### config.mk
export PLATFORM = sky130hd
export DESIGN_NAME = decode_execute_register
export DESIGN_NICKNAME = d
export VERILOG_FILES = /design/src/rtl/decode_execute_register.sv
export SDC_FILE = /design/constraint.sdc
export NUM_CORES = 1
export LEC_CHECK = 0
export BUFFER_PORTS_ARGS = -buffer_cell sky130_fd_sc_hd__buf_2
export CELL_PAD_IN_SITES_DETAIL_PLACEMENT = 0
export CELL_PAD_IN_SITES_GLOBAL_PLACEMENT = 1
export CORE_UTILIZATION = 31
export CTS_CLUSTER_DIAMETER = 40
export DETAILED_ROUTE_END_ITERATION = 7
export PLACE_DENSITY_LB_ADDON = 0.1
export SLEW_MARGIN = 20
export SYNTH_ARGS = -nofsm -noshare
export SYNTH_HDL_FRONTEND = slang
export SYNTH_SLANG_ARGS = --single-unit
### constraint.sdc
create_clock -name clk -period 0.8 [get_ports clk]
set_input_delay 0.2 -clock clk [delete_from_list [all_inputs] [get_ports clk]]
set_output_delay 0.2 -clock clk [all_outputs]
set_load 0.02 [all_outputs]
### src/rtl/decode_execute_register.sv
// Decode/Execute pipeline register: one-cycle transport of control bits and operands,
// with stall hold and flush bubble. Optional valid tracking via DECODE_EXECUTE_REGISTER_VALID_EN.
module decode_execute_register #(
    parameter int DATA_W  = 16,
    parameter int ALUOP_W = 3
) (
    input  logic               clk,
    input  logic               rst_n,
    input  logic               en,
    input  logic               flush,
    input  logic               wbs_in,
    input  logic               wme_in,
    input  logic               mm_in,
    input  logic [ALUOP_W-1:0] ALUop_in,
    input  logic               wm_in,
    input  logic               am_in,
    input  logic               ni_in,
    input  logic [DATA_W-1:0]  srcA_in,
    input  logic [DATA_W-1:0]  srcB_in,
`ifdef DECODE_EXECUTE_REGISTER_VALID_EN
    input  logic               valid_in,
    output logic               valid_out,
`endif
    output logic               wbs_out,
    output logic               wme_out,
    output logic               mm_out,
    output logic [ALUOP_W-1:0] ALUop_out,
    output logic               wm_out,
    output logic               am_out,
    output logic               ni_out,
    output logic [DATA_W-1:0]  srcA_out,
    output logic [DATA_W-1:0]  srcB_out
);

    logic               wbs_q, wbs_d;
    logic               wme_q, wme_d;
    logic               mm_q, mm_d;
    logic [ALUOP_W-1:0] aluop_q, aluop_d;
    logic               wm_q, wm_d;
    logic               am_q, am_d;
    logic               ni_q, ni_d;
    logic [DATA_W-1:0]  srca_q, srca_d;
    logic [DATA_W-1:0]  srcb_q, srcb_d;
`ifdef DECODE_EXECUTE_REGISTER_VALID_EN
    logic               valid_q, valid_d;
`endif

    // Flush outranks stall so a bubble can be inserted into a held stage.
    always_comb begin
        wbs_d   = wbs_q;
        wme_d   = wme_q;
        mm_d    = mm_q;
        aluop_d = aluop_q;
        wm_d    = wm_q;
        am_d    = am_q;
        ni_d    = ni_q;
        srca_d  = srca_q;
        srcb_d  = srcb_q;
`ifdef DECODE_EXECUTE_REGISTER_VALID_EN
        valid_d = valid_q;
`endif
        if (flush) begin
            wbs_d   = 1'b0;
            wme_d   = 1'b0;
            mm_d    = 1'b0;
            aluop_d = '0;
            wm_d    = 1'b0;
            am_d    = 1'b0;
            ni_d    = 1'b0;
            srca_d  = '0;
            srcb_d  = '0;
`ifdef DECODE_EXECUTE_REGISTER_VALID_EN
            valid_d = 1'b0;
`endif
        end else if (en) begin
            wbs_d   = wbs_in;
            wme_d   = wme_in;
            mm_d    = mm_in;
            aluop_d = ALUop_in;
            wm_d    = wm_in;
            am_d    = am_in;
            ni_d    = ni_in;
            srca_d  = srcA_in;
            srcb_d  = srcB_in;
`ifdef DECODE_EXECUTE_REGISTER_VALID_EN
            valid_d = valid_in;
`endif
        end
    end

    always_ff @(posedge clk or negedge rst_n) begin
        if (!rst_n) begin
            wbs_q   <= 1'b0;
            wme_q   <= 1'b0;
            mm_q    <= 1'b0;
            aluop_q <= '0;
            wm_q    <= 1'b0;
            am_q    <= 1'b0;
            ni_q    <= 1'b0;
            srca_q  <= '0;
            srcb_q  <= '0;
`ifdef DECODE_EXECUTE_REGISTER_VALID_EN
            valid_q <= 1'b0;
`endif
        end else begin
            wbs_q   <= wbs_d;
            wme_q   <= wme_d;
            mm_q    <= mm_d;
            aluop_q <= aluop_d;
            wm_q    <= wm_d;
            am_q    <= am_d;
            ni_q    <= ni_d;
            srca_q  <= srca_d;
            srcb_q  <= srcb_d;
`ifdef DECODE_EXECUTE_REGISTER_VALID_EN
            valid_q <= valid_d;
`endif
        end
    end

    assign wbs_out   = wbs_q;
    assign wme_out   = wme_q;
    assign mm_out    = mm_q;
    assign ALUop_out = aluop_q;
    assign wm_out    = wm_q;
    assign am_out    = am_q;
    assign ni_out    = ni_q;
    assign srcA_out  = srca_q;
    assign srcB_out  = srcb_q;
`ifdef DECODE_EXECUTE_REGISTER_VALID_EN
    assign valid_out = valid_q;
`endif

endmodule

Yosys cells after proc, flatten, opt, wreduce, memory -nomap -nowiden
Index checks and enable logic that the tools add are counted.
Word-level totals
  bits in read-only memories: 0
  memory bits (writable): 0
  bits in latches: 0
  word-level logic and storage cells: 28
  register bits after elaboration: 41
  input port bits: 45
  output and inout bits: 41
  memories kept: 0
Operators by class
  reduce and logical (&&, ||, !) cells: 1
  order comparisons: 0
  multiply operators: 0
  bitwise operators: 0
  div/mod/pow operators: 0
  mux-type cells: 18
  add/subtract/negate cells: 0
  shift operators: 0
  equality and inequality tests: 0
Operators with widths (count)
  $mux W16: 4
  $mux W1: 12
  $mux W3: 2
  $reduce_bool A2 Y1: 1

Depth between registers and ports, before layout
Gate-level depths: netlist of the first run.
  depth after elaboration: 2
  depth in mapped cells: 4
  mapped depth without buffers: 2

Least setup slack after synthesis of the first run
Ideal clock, no wire load.
  kind: input to register
  start point: in en
  end point: reg srca_q[12] (netlist: srcA_out[12])
  buffers on the path: 2
  setup time: 0.121 ns
  cell stages on the path: 4
  data arrival time: 0.703 ns
  data required time: 0.679 ns
  slack: -0.024 ns
  path through: buf_6 > buf_12 > mux2i_1 > nor2_2
On the way
  cells in the longest elaborated chain, start to end: 1
RTL lines
  start, declared: line 9  | input logic en,
  $reduce_bool A2 Y1 (no line)
  end signal, assigned: line 113  | srca_q <= srca_d;
  end, declared: line 42  | logic [DATA_W-1:0] srca_q, srca_d;
Every way passes these cells.
A chain may end at the register's enable or synchronous reset.

Final worst setup path of the first run
  start point: reg aluop_q[2] (netlist: ALUop_out[2])
  end point: out ALUop_out[2]
RTL lines
  start, declared: line 38  | logic [ALUOP_W-1:0] aluop_q, aluop_d;
  start signal, assigned: line 109  | aluop_q <= aluop_d;
  end, declared: line 27  | output logic [ALUOP_W-1:0] ALUop_out,
No word-level cell between the ends.

==> results of run 1 <==
## cells by family after synthesis
| group | Yosys count | share of synthesized area |
|---|---|---|
| buffers and inverters | 10 | 0.0672 |
| DFF | 41 | 0.599 |
| muxes | 41 | 0.240 |
| and+or+nand+nor | 41 | 0.0942 |
## path summary, 6_finish.rpt
check | depth (start not counted) | end | start
hold / removal | 3 | ALUop_out[0] | ALUop_in[0]
hold reg to reg | 2 | srcA_out[15] | srcA_out[15]
setup / recovery | 1 | ALUop_out[2] | ALUop_out[2]
min in group asynchronous | 3 | srcB_out[6] | rst_n
max in group asynchronous | 3 | srcB_out[9] | rst_n
setup reg to reg | 3 | srcA_out[4] | srcA_out[4]
## cell usage after synthesis
cell type	count	area (um2)
dfrtp_1	41	1030
nor2_2	3	18.8
buf_12	4	80.1
mux2i_1	41	410
buf_2	4	20.0
buf_6	1	11.3
clkbuf_1	1	3.75
nor2_1	38	143
## registers in the layout (all words and copies together), names as in the netlist
| signal | flops |
|---|---|
| am_out | 1 |
| mm_out | 1 |
| ALUop_out | 3 |
| wme_out | 1 |
| srcA_out | 16 |
| ni_out | 1 |
| wbs_out | 1 |
| srcB_out | 16 |
| wm_out | 1 |
## through the flow
step / worst slack [ps] / cells
after floorplan: 5.84 / 133
after global placement: -155 / 283
after detailed placement: -224 / 283
after CTS: -251 / 297
after global routing: -275 / 302
final: -235 / 302
## what timing repair did
action	in CTS	in global routing
hold buffers	1	0
resized for setup	82	3
setup endpoints to repair	41	46
buffers inserted	5	8
hold endpoints to repair	41	0
pin swaps	0	4
## report_power, final
group / total [mW] / leakage, nW / switching (mW) / internal [mW]
Combinational: 0.922 / 0.836 / 0.434 / 0.488
Sequential: 2.28 / 0.544 / 0.0889 / 2.19
Clock: 1.68 / 0.0585 / 0.667 / 1.02
## layout by cell type (no fill, tap or decap)
master,instances
dlygate4sd3_1,1
buf_4,9
buf_6,44
buf_2,44
bufinv_16,1
clkbuf_1,1
nor2_1,38
mux2i_1,41
nor2_2,3
clkbuf_8,6
dfrtp_1,41
buf_12,3
## routing by layer
metal  up-vias  GRT usage  wire length (um)
met4         0     0.0519                55
met5         -          0                 0
met3         6     0.0479               303
met1       623      0.171              1580
li1        628          -                 -
met2        51      0.230              1880
## final cells by class
type | count | area (um2) | share of cell area
clock inverter | 1 | 30.0 | 0.0113
timing repair buffer | 101 | 853 | 0.321
multi-input combinational | 82 | 572 | 0.215
tap | 70 | 87.6 | 0.0330
sequential | 41 | 1030 | 0.386
clock buffer | 7 | 86.3 | 0.0325
==> metrics.csv, run 1 <==
metric;value;unit
residual DRC count;0;
WL final;3820;um
post-synthesis sequential area ratio;0.599;
WS Path Type;reg -> out;
FILL cells;470;
Mapped Area;0.00171;mm2
Area after DPL;0.00219;mm2
crit end category;output port;
total congestion overflow;0;
clk_lat worst skew;290;ps
CP bufs+invs;1;
leak pwr;1.44;nW
CP peak stage delay;410;ps
register-to-register setup slack;-30;ps
clk root buf;clkbuf_8;
WHS;151;ps
period utilization;1.29;
wire length per cell;12.7;um
final setup vio count;50;
routed via count;1308;
synth warn;0;
max-slew violation count;0;
crit path cell chain;buf_6;
Nets;276;
initial antenna violation count;0;
Initial DRC Count;54;
chip width;76.3;um
status;finished with violations;
Max-Cap Viols;0;
post-DP HPWL;2720;um
Worst-Margin Slew;239;ps
failing checks;negative setup slack;
hold crit path type;in -> reg;
clock tree sinks;41;
crit-path max FO;2;
pin count of the biggest net entering global routing;42;
post-route ant nets;0;
Achievable Freq;966;MHz
Hold Fails Final Rpt;0;
# IOs;86;
vias per cell;4.33;
Die ar.;0.00583;mm2
CP Launch Type;flip-flop;
Pwr Total;4.88;mW
Port Buffers;85;
# rows;26;
H-Tree Depth;2;
synth-to-layout area growth;55.0;%
Syn Nets;178;
GPL Wtd Cong;0.725;
Clock Pin Slew Worst Setup and Hold Paths;80;ps
Initial Utilization;0.329;
Yosys cell types;8;
cell area after layout;0.00266;mm2
flops & latches, synth;41;
post-layout util;0.510;
Max Buffers Root-to-Sink;2;
Worst Path Required;600;ps
number of buffers created by CTS;5;
# diodes;0;
drt first pass iters;3;
CP arrival;830;ps
VDD IR max;0.00127;V
gr usage total;0.141;
slew margin rel.;0.841;
Syn Inst Count;133;
vias in the first global route;1388;
CTS tree;yes;
Die Ht;76.3;um
setup ws final;-235;ps
CP top delay family;flip-flops;
share of layout cells above drive strength 1;0.474;
Core Area;0.00520;mm2
Setup TNS;-9070;ps
Slowest cell on crit path;dfrtp_1;
Avg Inst Size Synth;12.9;um2
RSZ-0062 raised after global routing;yes;
Layout Skew;0;ps
pwr dens;1840;mW/mm2
global-route wire length before repair;6400;um
Final min period;1030;ps
No activity file was read; power rests on OpenSTA's default activity.
==> inputs of run 2 (changes only) <==
Settings changed: CELL_PAD_IN_SITES_DETAIL_PLACEMENT 0 to unset, CELL_PAD_IN_SITES_GLOBAL_PLACEMENT 1 to unset, CORE_UTILIZATION 31 to 40, PLACE_DENSITY set to 0.74, PLACE_DENSITY_LB_ADDON 0.1 to unset.
==> run 2 against run 1 <==
Compared with the run above:
- the flow still finishes with violations (negative setup slack)
- critical path depth stayed put
- via count down 1.3%
- global-route usage up 3.6 points
- sequential share of layout area rose by 0.33 points
- non-clock buffer count shrank 1
- core utilization grew 14 points
- setup slack lost 4.8 ps
- final cell count is 7.0% lower
- highest routed layer unchanged
==> metrics.csv, run 2 (same netlist as run 1, synthesis figures left out) <==
metric;value;unit;change
CP top delay family;flip-flops;;
met1 wire length;1590;um;+0.51%
crit path cell chain;buf_6;;
total congestion overflow;0;;unchanged
vias per cell;4.59;;+6.1%
Port Buffers;85;;unchanged
# rows;23;;-12%
hold crit path type;in -> reg;;
pwr dens;1760;mW/mm2;-4.1%
Achievable Freq;962;MHz;-0.47%
global-route wire length before repair;5730;um;-10%
Worst Path Required;600;ps;about the same
Die ar.;0.00455;mm2;-22%
chip width;67.4;um;-12%
VDD IR max;0.00104;V;-18%
register-to-register setup slack;-30;ps;about the same
hold endpoint;srcB_out[0];;
Die Ht;67.4;um;-12%
final setup vio count;48;;-4.0%
status;finished with violations;;
Core Area;0.00406;mm2;-22%
commonest cells after routing, fill and taps aside;44 x buf_2, 44 x buf_6, 41 x dfrtp_1, 41 x mux2i_1, 38 x nor2_1;;
Nets;275;;-0.36%
CP arrival;840;ps;about the same
Max Buffers Root-to-Sink;2;;unchanged
failing checks;negative setup slack;;
Final min period;1040;ps;+4.84 ps
Initial DRC Count;58;;+7.4%
vias in the first global route;1256;;-9.5%
crit-path max FO;2;;unchanged
Max Used Layer;met4;;
WHS;157;ps;+5.50 ps
clk_lat worst skew;290;ps;about the same
post-route ant nets;0;;unchanged
CP Launch Type;flip-flop;;
WS Path Type;reg -> out;;
residual DRC count;0;;unchanged
Max-Cap Viols;0;;unchanged
Critical R2R Launch;srcB_out[2];;
WL final;3700;um;-3.1%
slew margin rel.;0.854;;+0.0131
clock tree sinks;41;;unchanged
Slowest cell on crit path;dfrtp_1;;
# IOs;86;;unchanged
CTS tree;yes;;
Worst-Margin Slew;220;ps;-19.6 ps
hold path cells;3;;unchanged
hold_sp;srcB_in[0];;
Clock Pin Slew Worst Setup and Hold Paths;80;ps;about the same
crit end category;output port;;
Hold Fails Final Rpt;0;;unchanged
metal3 WL;222;um;-27%
period utilization;1.30;;+0.00605
CP peak stage delay;410;ps;about the same
Pwr Total;4.64;mW;-4.9%
metal2 WL;1850;um;-2.0%
clk root buf;clkbuf_8;;
leak pwr;1.44;nW;about the same
H-Tree Depth;2;;unchanged
pin count of the biggest net entering global routing;42;;unchanged
Layout Skew;0;ps;unchanged
CP bufs+invs;1;;unchanged
# diodes;0;;unchanged
RSZ-0062 raised after global routing;yes;;
share of layout cells above drive strength 1;0.476;;+0.00205
setup ws final;-240;ps;-4.84 ps
wire length per cell;13.2;um;+4.1%
synth-to-layout area growth;53.7;%;
RR Endpoint;srcB_out[2];;
GPL Wtd Cong;0.707;;-2.5%
post-DP HPWL;2430;um;-11%
initial antenna violation count;0;;unchanged
Worst Reg-to-Reg Cells;3;;unchanged
routed via count;1291;;-1.3%
gr usage total;0.176;;+0.0356
drt first pass iters;2;;-1
Initial Utilization;0.422;;+0.0931
number of buffers created by CTS;5;;unchanged
max-slew violation count;0;;unchanged
==> run 2: worst max path at each step <==
stage,start,to,slack (ps),cells after the start
final,srcA_out[9],srcA_out[9],-240,1
after global routing,srcA_out[9],srcA_out[9],-280,1
after CTS,srcA_out[9],srcA_out[9],-250,1
after detailed placement,en,srcB_out[6],-170,4
after global placement,en,srcA_out[11],-130,4
after floorplan,en,srcA_out[12],6,4
==> run 2: power breakdown <==
group | switching, mW | internal, mW
Clock | 0.656 | 0.779
Sequential | 0.0897 | 2.19
Combinational | 0.435 | 0.497
==> run 2: through the flow <==
stage | utilization | instance area (um2) | worst slack (ps) | TNS, ps | cells
final | 0.649 | 2630 | -240 | -9060 | 281
after global routing | 0.649 | 2630 | -277 | -10950 | 281
after CTS | 0.639 | 2590 | -245 | -9500 | 277
after detailed placement | 0.539 | 2190 | -167 | -5140 | 263
after global placement | 0.539 | 2190 | -132 | -4530 | 263
after floorplan | - | 1720 | 5.84 | 0 | 133
==> run 2: cell type report <==
class | instances | area, um2
sequential | 41 | 1030
clock inverter | 1 | 5.00
tap | 50 | 62.6
multi-input combinational | 82 | 572
fill | 308 | 1430
clock buffer | 7 | 96.3
timing repair buffer | 100 | 871
==> run 2: worst reg2reg max path: stages, from the launching register on <==
cell,delay (ps)
dfrtp_1,390
buf_4,140
mux2i_1,140
nor2_1,50
==> run 2: layer usage <==
| layer | global-route usage | vias to the layer above |
|---|---|---|
| met5 | 0 | - |
| met4 | 0.0638 | 0 |
| met3 | 0.0591 | 6 |
| met2 | 0.283 | 52 |
| met1 | 0.220 | 603 |
| li1 | - | 630 |
==> run 2: repair_timing <==
action,CTS,global route
buffers inserted,5,6
hold buffers,1,0
pin swaps,0,3
endpoints found under the hold margin,41,0
setup endpoints to repair,41,48
gates resized for setup,82,3
==> inputs of run 3 (changes only) <==
Settings changed: CORE_MARGIN set to 5, CORE_UTILIZATION 40 to 48, PLACE_DENSITY 0.74 to 0.83.
Clock period 0.8 ns to 1.22 ns, I/O delays scaled along.
==> run 3 against run 2 <==
Compared with the run above:
- the run now ends clean
- register-to-register slack gained 410 ps
- non-clock buffer count grew 6
- flip-flop and latch count is the same
- clock power shrank 54%
- core utilization grew 12 points
- total power shrank 40%
- global-route usage shrank 1.8 points
- critical path type unchanged
- largest cell class unchanged
==> metrics.csv, run 3 (same netlist as run 1, synthesis figures left out) <==
metric;value;unit;change
crit-path max FO;2;;unchanged
Pwr Total;2.77;mW;-40%
commonest non-fill, non-tap cell in the layout;buf_2;;
WL final;4280;um;+16%
GPL Wtd Cong;0.754;;+6.6%
CP top delay family;flip-flops;;
gr usage total;0.158;;-0.0183
WS Path Type;reg -> out;;
Worst-Margin Slew;203;ps;-16.5 ps
wire length per cell;15.2;um;+15%
Setup TNS;0;ps;+9060 ps
crit path cell chain;buf_6;;
RSZ-0062 raised after global routing;yes;;
Core Area;0.00339;mm2;-16%
Die ar.;0.00486;mm2;+6.9%
FILL cells;218;;-29%
status;complete, no violations;;
crit end category;output port;;
chip width;69.7;um;+3.4%
Achievable Freq;826;MHz;
Initial Utilization;0.505;;+0.0832
max-slew violation count;0;;unchanged
# IOs;86;;unchanged
period utilization;0.993;;
drt first pass iters;4;;+2
slew margin rel.;0.861;;+0.00710
Max-Cap Viols;0;;unchanged
# diodes;0;;unchanged
hold crit path type;in -> reg;;
number of buffers created by CTS;5;;unchanged
metal3 WL;306;um;+38%
Port Buffers;85;;unchanged
CP peak stage delay;430;ps;+20 ps
CP Launch Type;flip-flop;;
pin count of the biggest net entering global routing;42;;unchanged
total congestion overflow;0;;unchanged
met1 wire length;1600;um;+0.69%
leak pwr;1.44;nW;+0.24%
initial antenna violation count;0;;unchanged
Hold Fails Final Rpt;0;;unchanged
Clock Pin Slew Worst Setup and Hold Paths;110;ps;+30 ps
post-layout util;0.766;;+0.117
VDD IR max;0.000583;V;-44%
Nets;281;;+2.2%
vias in the first global route;1344;;+7.0%
CP bufs+invs;1;;unchanged
final setup vio count;0;;-100%
post-route ant nets;0;;unchanged
CP arrival;910;ps;+70 ps
Layout Skew;0;ps;unchanged
residual DRC count;0;;unchanged
Max Buffers Root-to-Sink;2;;unchanged
# rows;21;;-8.7%
Final min period;1210;ps;
CTS tree;yes;;
global-route wire length before repair;6180;um;+7.8%
Die Ht;69.7;um;+3.4%
metal2 WL;2330;um;+26%
clk_lat worst skew;330;ps;+40 ps
synth-to-layout area growth;51.6;%;
post-DP HPWL;2760;um;+13%
share of layout cells above drive strength 1;0.483;;+0.00686
routed via count;1378;;+6.7%
Slowest cell on crit path;dfrtp_1;;
Worst Path Required;910;ps;+310 ps
Max Used Layer;met4;;
vias per cell;4.89;;+6.4%
pwr dens;1070;mW/mm2;-39%
H-Tree Depth;2;;unchanged
clk root buf;clkbuf_4;;
commonest cells after routing, fill and taps aside;47 x buf_2, 41 x dfrtp_1, 41 x mux2i_1;;
clock tree sinks;41;;unchanged
Initial DRC Count;83;;+43%
[run 3: changes by cell type in the layout (fill, tap and decap cells not counted), sizes merged]
| cell | change |
|---|---|
| clkinv | -1 |
| buf | +6 |
[run 3: path summary, 6_finish.rpt]
kind	start	end	slack, ps	cells after the start
max	srcB_out[3]	srcB_out[3]	9	1
min	srcA_in[11]	srcA_out[11]	200	3
max reg2reg	ALUop_out[2]	ALUop_out[2]	380	3
min reg2reg	srcA_out[0]	srcA_out[0]	560	2
max in group asynchronous	rst_n	srcA_out[12]	580	3
min in group asynchronous	rst_n	srcB_out[4]	450	3
[run 3: worst reg2reg max path, delay by kind of cell, from the launching register on]
| family | cells | cell delay [ps] |
|---|---|---|
| buffers and inverters | 1 | 150 |
| flip-flops | 1 | 420 |
| multiplexers | 1 | 120 |
| AND/OR/NAND/NOR | 1 | 50 |
[run 3: area by class of cell]
class	instances	area [um2]	area share
sequential	41	1030	0.395
timing repair buffer	106	886	0.341
multi-input combinational	82	572	0.220
tap	46	57.6	0.0222
clock buffer	7	55.1	0.0212
[run 3: where the power goes]
| part | internal (mW) | leakage, nW | switching (mW) | total, mW |
|---|---|---|---|---|
| combinational | 0.329 | 0.867 | 0.296 | 0.625 |
| sequential | 1.43 | 0.544 | 0.0587 | 1.49 |
| clock | 0.272 | 0.0314 | 0.382 | 0.654 |
[run 3: repair_timing]
action	4_1_cts	5_1_grt
hold endpoints to repair	41	0
buffers inserted	0	15
endpoints found under the setup margin	0	41
gates resized for setup	0	76
hold buffers	1	0
[run 3: metal layers]
layer / vias to the layer above / GRT usage
met5: - / 0
li1: 644 / -
met4: 0 / 0.0638
met3: 7 / 0.0536
met1: 670 / 0.183
met2: 57 / 0.268
[run 3: metrics by stage]
| step | area (um2) | hold slack, ps | instances | setup WS, ps |
|---|---|---|---|---|
| 2_1_floorplan | 1710 | 9.41 | 133 | 291 |
| 3_3_place_gp | 2180 | 288 | 259 | 163 |
| 3_5_place_dp | 2180 | 290 | 259 | 139 |
| 4_1_cts | 2250 | 199 | 267 | 1.27 |
| 5_1_grt | 2600 | 197 | 282 | -35.1 |
| 6_report | 2600 | 203 | 282 | 9.07 |
